$ cat config.mk
export PLATFORM = sky130hd
export DESIGN_NAME = measurement_result_buffer
export DESIGN_NICKNAME = d
export VERILOG_FILES = /design/src/rtl/measurement_result_buffer_pkg.sv /design/src/rtl/measurement_result_buffer_result_fifo.sv /design/src/rtl/measurement_result_buffer.sv
export SDC_FILE = /design/constraint.sdc
export NUM_CORES = 1
export LEC_CHECK = 0
export CORE_ASPECT_RATIO = 1.25
export CORE_UTILIZATION = 40
export DETAILED_ROUTE_END_ITERATION = 8
export SETUP_SLACK_MARGIN = 0.15
export SLEW_MARGIN = 5
export SYNTH_ARGS = -nofsm -noshare
export SYNTH_HDL_FRONTEND = slang
export SYNTH_HIERARCHICAL = 1
export SYNTH_SLANG_ARGS = --single-unit
$ cat constraint.sdc
create_clock -name clk_i -period 6.3 [get_ports clk_i]
set_input_delay 0.63 -clock clk_i [delete_from_list [all_inputs] [get_ports clk_i]]
set_output_delay 0.63 -clock clk_i [all_outputs]
set_load 0.03 [all_outputs]
$ cat src/rtl/measurement_result_buffer_pkg.sv
// Shared definitions for the measurement result buffer.
// Contents:
//   state_t          - sequencer FSM state encodings
//   COUNT_W_DEFAULT  - default width of the measurement count
//   RESULT_W_DEFAULT - default width of one stored result ({sign, count})
//   result_width()   - result word width for a given count width
package measurement_result_buffer_pkg;

    typedef enum logic [2:0] {
        ST_IDLE      = 3'd0,
        ST_TRIG      = 3'd1,
        ST_WAIT_DONE = 3'd2,
        ST_CAPTURE   = 3'd3,
        ST_CLEAR     = 3'd4
    } state_t;

    localparam int COUNT_W_DEFAULT  = 12;
    localparam int RESULT_W_DEFAULT = COUNT_W_DEFAULT + 1;

    // A stored result carries the reference sign above the count.
    function automatic int result_width(input int count_w);
        return count_w + 1;
    endfunction

endpackage

$ cat src/rtl/measurement_result_buffer_result_fifo.sv
// result_fifo: small synchronous first-word-fall-through FIFO.
// Ports:
//   clk_i, rst_n_i   - clock, synchronous active-low reset (empties the FIFO)
//   wr_en, wr_data   - push request and data; ignored when full unless a pop
//                      happens in the same cycle
//   rd_en            - pop the head entry; ignored when empty
//   rd_data          - head entry, valid whenever empty=0 (reads 0 when empty)
//   level            - occupancy, 0..DEPTH
//   full, empty      - occupancy status
// DEPTH must be a power of two so the pointers wrap naturally.
module result_fifo #(
    parameter int WIDTH = 13,
    parameter int DEPTH = 4
) (
    input  logic                     clk_i,
    input  logic                     rst_n_i,
    input  logic                     wr_en,
    input  logic [WIDTH-1:0]         wr_data,
    input  logic                     rd_en,
    output logic [WIDTH-1:0]         rd_data,
    output logic [$clog2(DEPTH):0]   level,
    output logic                     full,
    output logic                     empty
);
    localparam int AW = $clog2(DEPTH);

    logic [WIDTH-1:0] mem_reg [DEPTH];
    logic [AW-1:0]    wr_ptr_reg;
    logic [AW-1:0]    rd_ptr_reg;
    logic [AW:0]      level_reg;
    logic             wr_fire;
    logic             rd_fire;

    assign full    = (level_reg == (AW+1)'(DEPTH));
    assign empty   = (level_reg == '0);
    assign rd_fire = rd_en && !empty;
    // A pop in the same cycle frees the slot, so a write on full is still taken.
    assign wr_fire = wr_en && (!full || rd_fire);

    always_ff @(posedge clk_i) begin
        if (!rst_n_i) begin
            wr_ptr_reg <= '0;
            rd_ptr_reg <= '0;
            level_reg  <= '0;
        end else begin
            if (wr_fire) begin
                wr_ptr_reg <= wr_ptr_reg + AW'(1);
            end
            if (rd_fire) begin
                rd_ptr_reg <= rd_ptr_reg + AW'(1);
            end
            case ({wr_fire, rd_fire})
                2'b10:   level_reg <= level_reg + (AW+1)'(1);
                2'b01:   level_reg <= level_reg - (AW+1)'(1);
                default: level_reg <= level_reg;
            endcase
        end
    end

    always_ff @(posedge clk_i) begin
        if (wr_fire) begin
            mem_reg[wr_ptr_reg] <= wr_data;
        end
    end

    // Stale storage is masked so an empty FIFO always presents zero.
    assign rd_data = empty ? '0 : mem_reg[rd_ptr_reg];
    assign level   = level_reg;

endmodule

$ cat src/rtl/measurement_result_buffer.sv
// measurement_result_buffer: sequences measurements on digital_top and queues
// the finished results for the host.
// Ports:
//   clk_i, rst_n_i         - clock, synchronous active-low reset
//   start_i, continuous_i  - single-shot request / auto-retrigger level
//   interrupt_i, measurement_count_i, deintegrate_i, ref_sign_i - from digital_top
//   trigger_o, interrupt_clear_o - to digital_top
//   busy_o                 - sequencer not idle
//   rd_en_i, rd_valid_o, rd_data_o, fifo_level_o - FWFT result read port
//   overflow_o, timeout_o  - sticky error flags, cleared by flags_clear_i
module measurement_result_buffer
    import measurement_result_buffer_pkg::*;
#(
    parameter int COUNT_W        = COUNT_W_DEFAULT,
    parameter int FIFO_DEPTH     = 4,
    parameter int TRIG_CYCLES    = 2,
    parameter int TIMEOUT_CYCLES = 1048575
) (
    input  logic                          clk_i,
    input  logic                          rst_n_i,
    input  logic                          start_i,
    input  logic                          continuous_i,
    input  logic                          interrupt_i,
    input  logic [COUNT_W-1:0]            measurement_count_i,
    input  logic                          deintegrate_i,
    input  logic                          ref_sign_i,
    output logic                          trigger_o,
    output logic                          interrupt_clear_o,
    output logic                          busy_o,
    input  logic                          rd_en_i,
    output logic                          rd_valid_o,
    output logic [COUNT_W:0]              rd_data_o,
    output logic [$clog2(FIFO_DEPTH):0]   fifo_level_o,
    output logic                          overflow_o,
    output logic                          timeout_o,
    input  logic                          flags_clear_i
);
    localparam int RESULT_W   = result_width(COUNT_W);
    localparam int TRIG_CNT_W = (TRIG_CYCLES > 1) ? $clog2(TRIG_CYCLES) : 1;
    localparam int TMO_CNT_W  = (TIMEOUT_CYCLES > 1) ? $clog2(TIMEOUT_CYCLES) : 1;

    state_t                state_reg;
    state_t                state_next;
    logic [TRIG_CNT_W-1:0] trig_cnt_reg;
    logic [TMO_CNT_W-1:0]  tmo_cnt_reg;
    logic                  sign_latch_reg;
    logic                  overflow_reg;
    logic                  timeout_reg;

    logic                  trig_last;
    logic                  tmo_last;
    logic                  enter_trig;
    logic                  timeout_set;
    logic                  overflow_set;
    logic                  rd_pop;

    logic                  fifo_wr_en;
    logic                  fifo_full;
    logic                  fifo_empty;
    logic [RESULT_W-1:0]   fifo_wr_data;

    assign trig_last = (trig_cnt_reg == TRIG_CNT_W'(TRIG_CYCLES - 1));
    assign tmo_last  = (tmo_cnt_reg == TMO_CNT_W'(TIMEOUT_CYCLES - 1));

    always_ff @(posedge clk_i) begin
        if (!rst_n_i) begin
            state_reg <= ST_IDLE;
        end else begin
            state_reg <= state_next;
        end
    end

    always_comb begin
        state_next        = state_reg;
        trigger_o         = 1'b0;
        interrupt_clear_o = 1'b0;
        fifo_wr_en        = 1'b0;
        busy_o            = 1'b1;
        case (state_reg)
            ST_IDLE: begin
                busy_o = 1'b0;
                if (start_i || (continuous_i && !fifo_full)) begin
                    state_next = ST_TRIG;
                end
            end
            ST_TRIG: begin
                trigger_o = 1'b1;
                if (trig_last) begin
                    state_next = ST_WAIT_DONE;
                end
            end
            ST_WAIT_DONE: begin
                if (interrupt_i) begin
                    state_next = ST_CAPTURE;
                end else if (tmo_last) begin
                    state_next = ST_CLEAR;
                end
            end
            ST_CAPTURE: begin
                fifo_wr_en = 1'b1;
                state_next = ST_CLEAR;
            end
            ST_CLEAR: begin
                // Hold the acknowledge until digital_top has dropped its interrupt.
                interrupt_clear_o = interrupt_i;
                if (!interrupt_i) begin
                    state_next = ST_IDLE;
                end
            end
            default: begin
                state_next = ST_IDLE;
            end
        endcase
    end

    assign enter_trig   = (state_reg == ST_IDLE) && (state_next == ST_TRIG);
    assign timeout_set  = (state_reg == ST_WAIT_DONE) && !interrupt_i && tmo_last;
    assign rd_pop       = rd_en_i && !fifo_empty;
    // A coincident pop makes room, so only a genuinely dropped result flags.
    assign overflow_set = (state_reg == ST_CAPTURE) && fifo_full && !rd_pop;

    // Both counters sit at zero outside their state, which gives the
    // load-on-entry behaviour without a separate load strobe.
    always_ff @(posedge clk_i) begin
        if (!rst_n_i) begin
            trig_cnt_reg <= '0;
            tmo_cnt_reg  <= '0;
        end else begin
            trig_cnt_reg <= (state_reg == ST_TRIG) ? trig_cnt_reg + TRIG_CNT_W'(1) : '0;
            tmo_cnt_reg  <= (state_reg == ST_WAIT_DONE) ? tmo_cnt_reg + TMO_CNT_W'(1) : '0;
        end
    end

    // The sign is tracked during deintegration and frozen once it ends, so the
    // value captured later belongs to the current measurement.
    always_ff @(posedge clk_i) begin
        if (!rst_n_i) begin
            sign_latch_reg <= 1'b0;
        end else if (enter_trig) begin
            sign_latch_reg <= 1'b0;
        end else if (deintegrate_i) begin
            sign_latch_reg <= ref_sign_i;
        end
    end

    // Sticky flags: a set event in the same cycle as a clear request wins.
    always_ff @(posedge clk_i) begin
        if (!rst_n_i) begin
            overflow_reg <= 1'b0;
            timeout_reg  <= 1'b0;
        end else begin
            if (overflow_set) begin
                overflow_reg <= 1'b1;
            end else if (flags_clear_i) begin
                overflow_reg <= 1'b0;
            end
            if (timeout_set) begin
                timeout_reg <= 1'b1;
            end else if (flags_clear_i) begin
                timeout_reg <= 1'b0;
            end
        end
    end

    assign fifo_wr_data = {sign_latch_reg, measurement_count_i};

    result_fifo #(
        .WIDTH (RESULT_W),
        .DEPTH (FIFO_DEPTH)
    ) u_result_fifo (
        .clk_i   (clk_i),
        .rst_n_i (rst_n_i),
        .wr_en   (fifo_wr_en),
        .wr_data (fifo_wr_data),
        .rd_en   (rd_en_i),
        .rd_data (rd_data_o),
        .level   (fifo_level_o),
        .full    (fifo_full),
        .empty   (fifo_empty)
    );

    assign rd_valid_o = !fifo_empty;
    assign overflow_o = overflow_reg;
    assign timeout_o  = timeout_reg;

endmodule
Word level (Yosys, flattened, before mapping). Memories as Yosys holds them, arrays and structs flattened. A register that Yosys moved wholly into a read port is not among the register bits. Cells that the tools add are included.

Shift-type cells: 0. $lt $le $gt $ge: 0. Equality and inequality tests: 9. Multiplexer cells: 19. Reductions and logical operators: 22. Bitwise operators: 1. Add/subtract/negate cells: 6. Multiply operators: 0. Divide/modulo/power cells: 0.

Operator list (count): adder 20 x 1 -> 20 bit (second input constant) (1); equality test 20 bit (second input constant) (1); 2-to-1 mux 3 bit (5); case mux 3 bit (5 select lines) (1); 2-to-1 mux 13 bit (1); 2-to-1 mux 1 bit (9); logical AND 1 bit (8); equality test 3 x 1 -> 1 bit (second input constant) (2); equality test 3 x 2 -> 1 bit (second input constant) (2); equality test 3 bit (second input constant) (2); logical NOT 3 bit (2); case mux 3 bit (2 select lines) (1); nonzero test 2 bit (3); adder 2 x 1 -> 2 bit (second input constant) (2); logical NOT 1 bit (4); 2-to-1 mux 2 bit (2); AND reduction 2 bit (2); adder 3 x 1 -> 3 bit (second input constant) (1); subtractor 3 x 1 -> 3 bit (second input constant) (1); equality test 2 x 1 -> 1 bit (second input constant) (1); equality test 2 bit (second input constant) (1); logical OR 1 bit (2); OR reduction 2 bit (1); adder 1 bit (second input constant) (1); inverter 1 bit (1).

Memories kept: 1. Latch bits: 0. Logic and storage cells: 67. Bits in read-only memories: 0. Bits in writable memories: 52. Bits in registers: 34.

Memories: u_result_fifo.mem_reg (depth 4, bits a word 13, read ports 1, clocked after Yosys merged registers in 1, write ports 1, line measurement_result_buffer_result_fifo.sv:27) `logic [WIDTH-1:0] mem_reg [DEPTH];`.

Depth between registers and ports, before layout.
Depth after elaboration: 9. Mapped depth: 9. Depth with buffers taken out: 8.

By module. The synthesis kept the hierarchy.

Modules (own cells, without submodules): result_fifo (instances 1, sequential area each 1741.7 µm², area an instance 2625.0 µm², cells each 149); measurement_result_buffer (instances 1, sequential area each 540.5 µm², area an instance 1208.7 µm², cells each 136).

Least setup slack after synthesis. OpenSTA, ideal clock, no wires.

Kind: input -> output. Start point: input interrupt_i. End point: output interrupt_clear_o. Cell stages on the path: 1. Setup slack: 4.004 ns. Data arrival time: 1.666 ns. Data required time: 5.670 ns. Buffers on the path: 0. Path through: nor4bb_1.

Cells in the longest elaborated chain, start to end: 1.

Ends and longest elaborated chain: start, declared (line measurement_result_buffer.sv:23) `input logic interrupt_i,`; 2-to-1 mux 1 bit (line measurement_result_buffer.sv:79) `case (state_reg)`; end, declared (line measurement_result_buffer.sv:28) `output logic interrupt_clear_o,`.

Every way passes these cells.

==> impl_metrics.json <==
{
  "synthSimpleGateAreaFrac_pct": 16.7,
  "ff_latch_area_mm2": 0.00228,
  "synth.distinct_cells": 49,
  "core_mm2": 0.00922,
  "clockPowerShare_pct": 45.4,
  "via_per_inst": 5.04,
  "tightestPinTransition_ns": 0.855,
  "final.setup.worst_slack_ns": 3.09,
  "ys_seq_elements": 88,
  "synth-edff-count": 52,
  "setup_viol": 0,
  "fillers": 793,
  "die_h_um": 111,
  "clock_skew_ns": 0.00529,
  "syn_area_per_cell_um2": 13.5,
  "slew_headroom_pct": 42.9,
  "power_density_mw_per_mm2": 260,
  "drt_iter0_drc": 74,
  "crit_path_max_fanout": 13,
  "synth_top_area_cell": "edfxtp_1",
  "p_int_mw": 0.978,
  "wl_per_cell_um": 14.4,
  "pre_cts_slack_ns": 3.36,
  "fin_crit_sh_pct": 50.9,
  "cp-end-kind": "output port",
  "ys.flop_type": "edfxtp_1",
  "power.total_mw": 1.21,
  "final_nets": 355,
  "fmax_mhz": 312,
  "seqPwrFrac_pct": 50.8,
  "grt_pass1_vias": 2264,
  "wirelength_um": 6550,
  "status": "completed",
  "largest_reg_flops": 52,
  "vias": 2292,
  "power.share.switching_pct": 19.2,
  "crit_arrival_ns": 2.58,
  "clock_sinks": 88,
  "yosys.area_share.xor_xnor_pct": 3.43,
  "slowest_delay_ns": 0.88,
  "power_frac_comb_pct": 3.8,
  "p_sw_mw": 0.232,
  "area_growth_pct": 21.4,
  "whs_ns": 0.444,
  "cts_resized": 0,
  "io_pins": 43,
  "cp_cell_sequence": "mux4_1 -> nor2b_1 -> clkdlybuf4s50_1",
  "multiInputGateArea_mm2": 0.00142,
  "cp_slowest_cell": "dfxtp_1",
  "crit_required_ns": 5.67,
  "drcViolationCount": 0,
  "synth.top_cells.by_area": "edfxtp_1, dfxtp_1, mux4_2",
  "synthesis.instances": 285,
  "drv_slew": 0,
  "synth_top_family_by_area": "simple AND/OR/NAND/NOR gates",
  "hold_viol": 0,
  "initial_core_util_pct": 41.6,
  "cts_root_buf": "clkbuf_16",
  "startpoint_type": "flop",
  "grt_pass1_wl_um": 10600,
  "dpl_cell_area_mm2": 0.00434,
  "grt_overflow": 0,
  "yosys-top-cells-count": "edfxtp_1, dfxtp_1, nor2_1",
  "min_path_type": "flop to flop",
  "leakagePower_nw": 1.49,
  "dieWidth_um": 89.6,
  "clock_path_buffers": 2,
  "grt_max_degree": 22,
  "netlist.area_leader.share_pct": 40.7,
  "grt_antenna_before_repair": 0,
  "holdBufCountCts": 0,
  "n_antenna_cell": 0,
  "seq_area_frac_synth_pct": 59.5,
  "syn_nets": 313,
  "clk_latency_ns": 0.33,
  "max-vdd-ir-drop_mv": 0.145,
  "period_needed_ns": 3.21,
  "syn_area_mm2": 0.00383,
  "dpl.hpwl_um": 4260,
  "finalSetupTns_ns": 0,
  "rsz0062_at_grt": "no",
  "portBuffers": 42,
  "yosysMostFrequentCell": "edfxtp_1",
  "clk_pin_slew_ns": 0.06,
  "critPathKind": "flop to output port",
  "grt_usage_pct": 14.2,
  "yosys.area_share.adder_pct": 2.48,
  "dp.cells": 439,
  "drv_cap": 0,
  "ant_nets": 0,
  "post_cts_buffers": 0,
  "fin_cells": 455,
  "cts_max_level": 3,
  "dieArea_mm2": 0.00998,
  "drive_gt1_share_pct": 12.3,
  "fin_area_mm2": 0.00466,
  "place.gp.congestion": 0.708,
  "ys.warnings.count": 6,
  "cts_buffers": 9,
  "synth_compound_area_share_pct": 5.74,
  "drt_first_pass_iters": 5,
  "cts_tree": "built",
  "synthArstFlopShare_pct": 0,
  "finish.utilization_pct": 50.5,
  "rows": 39,
  "synthMuxAreaShare_pct": 8.75
}
[cell usage in the layout (no fill, tap or decap), types with 9 or more instances in the layout]
cell             count
a21oi_1              9
clkbuf_16            9
clkdlybuf4s50_1     42
dfxtp_1             36
edfxtp_1            52
inv_1               15
mux4_2              10
nand2_1             12
nand3_1             10
nor2_1              20
nor2b_4             10
xnor2_1             10
[final cells by class]
type	count	share of cell area [%]
multi-input combinational	170	30.6
clock inverter	7	1.85
clock buffer	9	4.84
inverter	15	1.21
sequential	88	49.0
timing repair buffer	43	9.19
tap	123	3.31
[per-layer routing]
metal | wire length (um) | vias to the layer above | GRT usage [%]
met5 | 0 | - | 0
met4 | 67 | 0 | 5.71
met3 | 291 | 6 | 4.74
met2 | 3220 | 37 | 23.0
met1 | 2970 | 1111 | 17.2
li1 | - | 1138 | -
[cell families after synthesis]
| kind of cell | Yosys count |
|---|---|
| xor+xnor | 15 |
| simple gates | 99 |
| mux | 16 |
| fa+ha+maj | 7 |
| buf+inv | 27 |
| flops | 88 |
| compound gates | 33 |
[power groups by stage]
stage / Sequential, mW / Combinational (mW) / Clock (mW)
2_1_floorplan: 0.626 / 0.0223 / 0
3_3_place_gp: 0.627 / 0.0460 / 0
3_5_place_dp: 0.627 / 0.0465 / 0
6_report: 0.615 / 0.0462 / 0.550
4_1_cts: 0.615 / 0.0468 / 0.565
5_1_grt: 0.615 / 0.0504 / 0.587
[critical path, delay by kind of cell (launching register included)]
kind,cells,cell delay [ns]
DFF,1,0.88
buffers and inverters,1,0.60
muxes,1,0.63
and+or+nand+nor,1,0.14
[worst paths after layout]
path / start / endpoint / slack (ns) / cells past startpoint
setup / recovery: flop / rd_data_o[0] / 3.09 / 3
hold / removal: trig_cnt_reg$_SDFF_PN0_ / trig_cnt_reg$_SDFF_PN0_ / 0.44 / 1
setup reg to reg: state_reg[1]$_SDFF_PN0_ / u_result_fifo/mem_reg[2][12]$_DFFE_PP_ / 3.74 / 5
hold reg to reg: trig_cnt_reg$_SDFF_PN0_ / trig_cnt_reg$_SDFF_PN0_ / 0.44 / 1
Power figures use the tool's default switching activity.
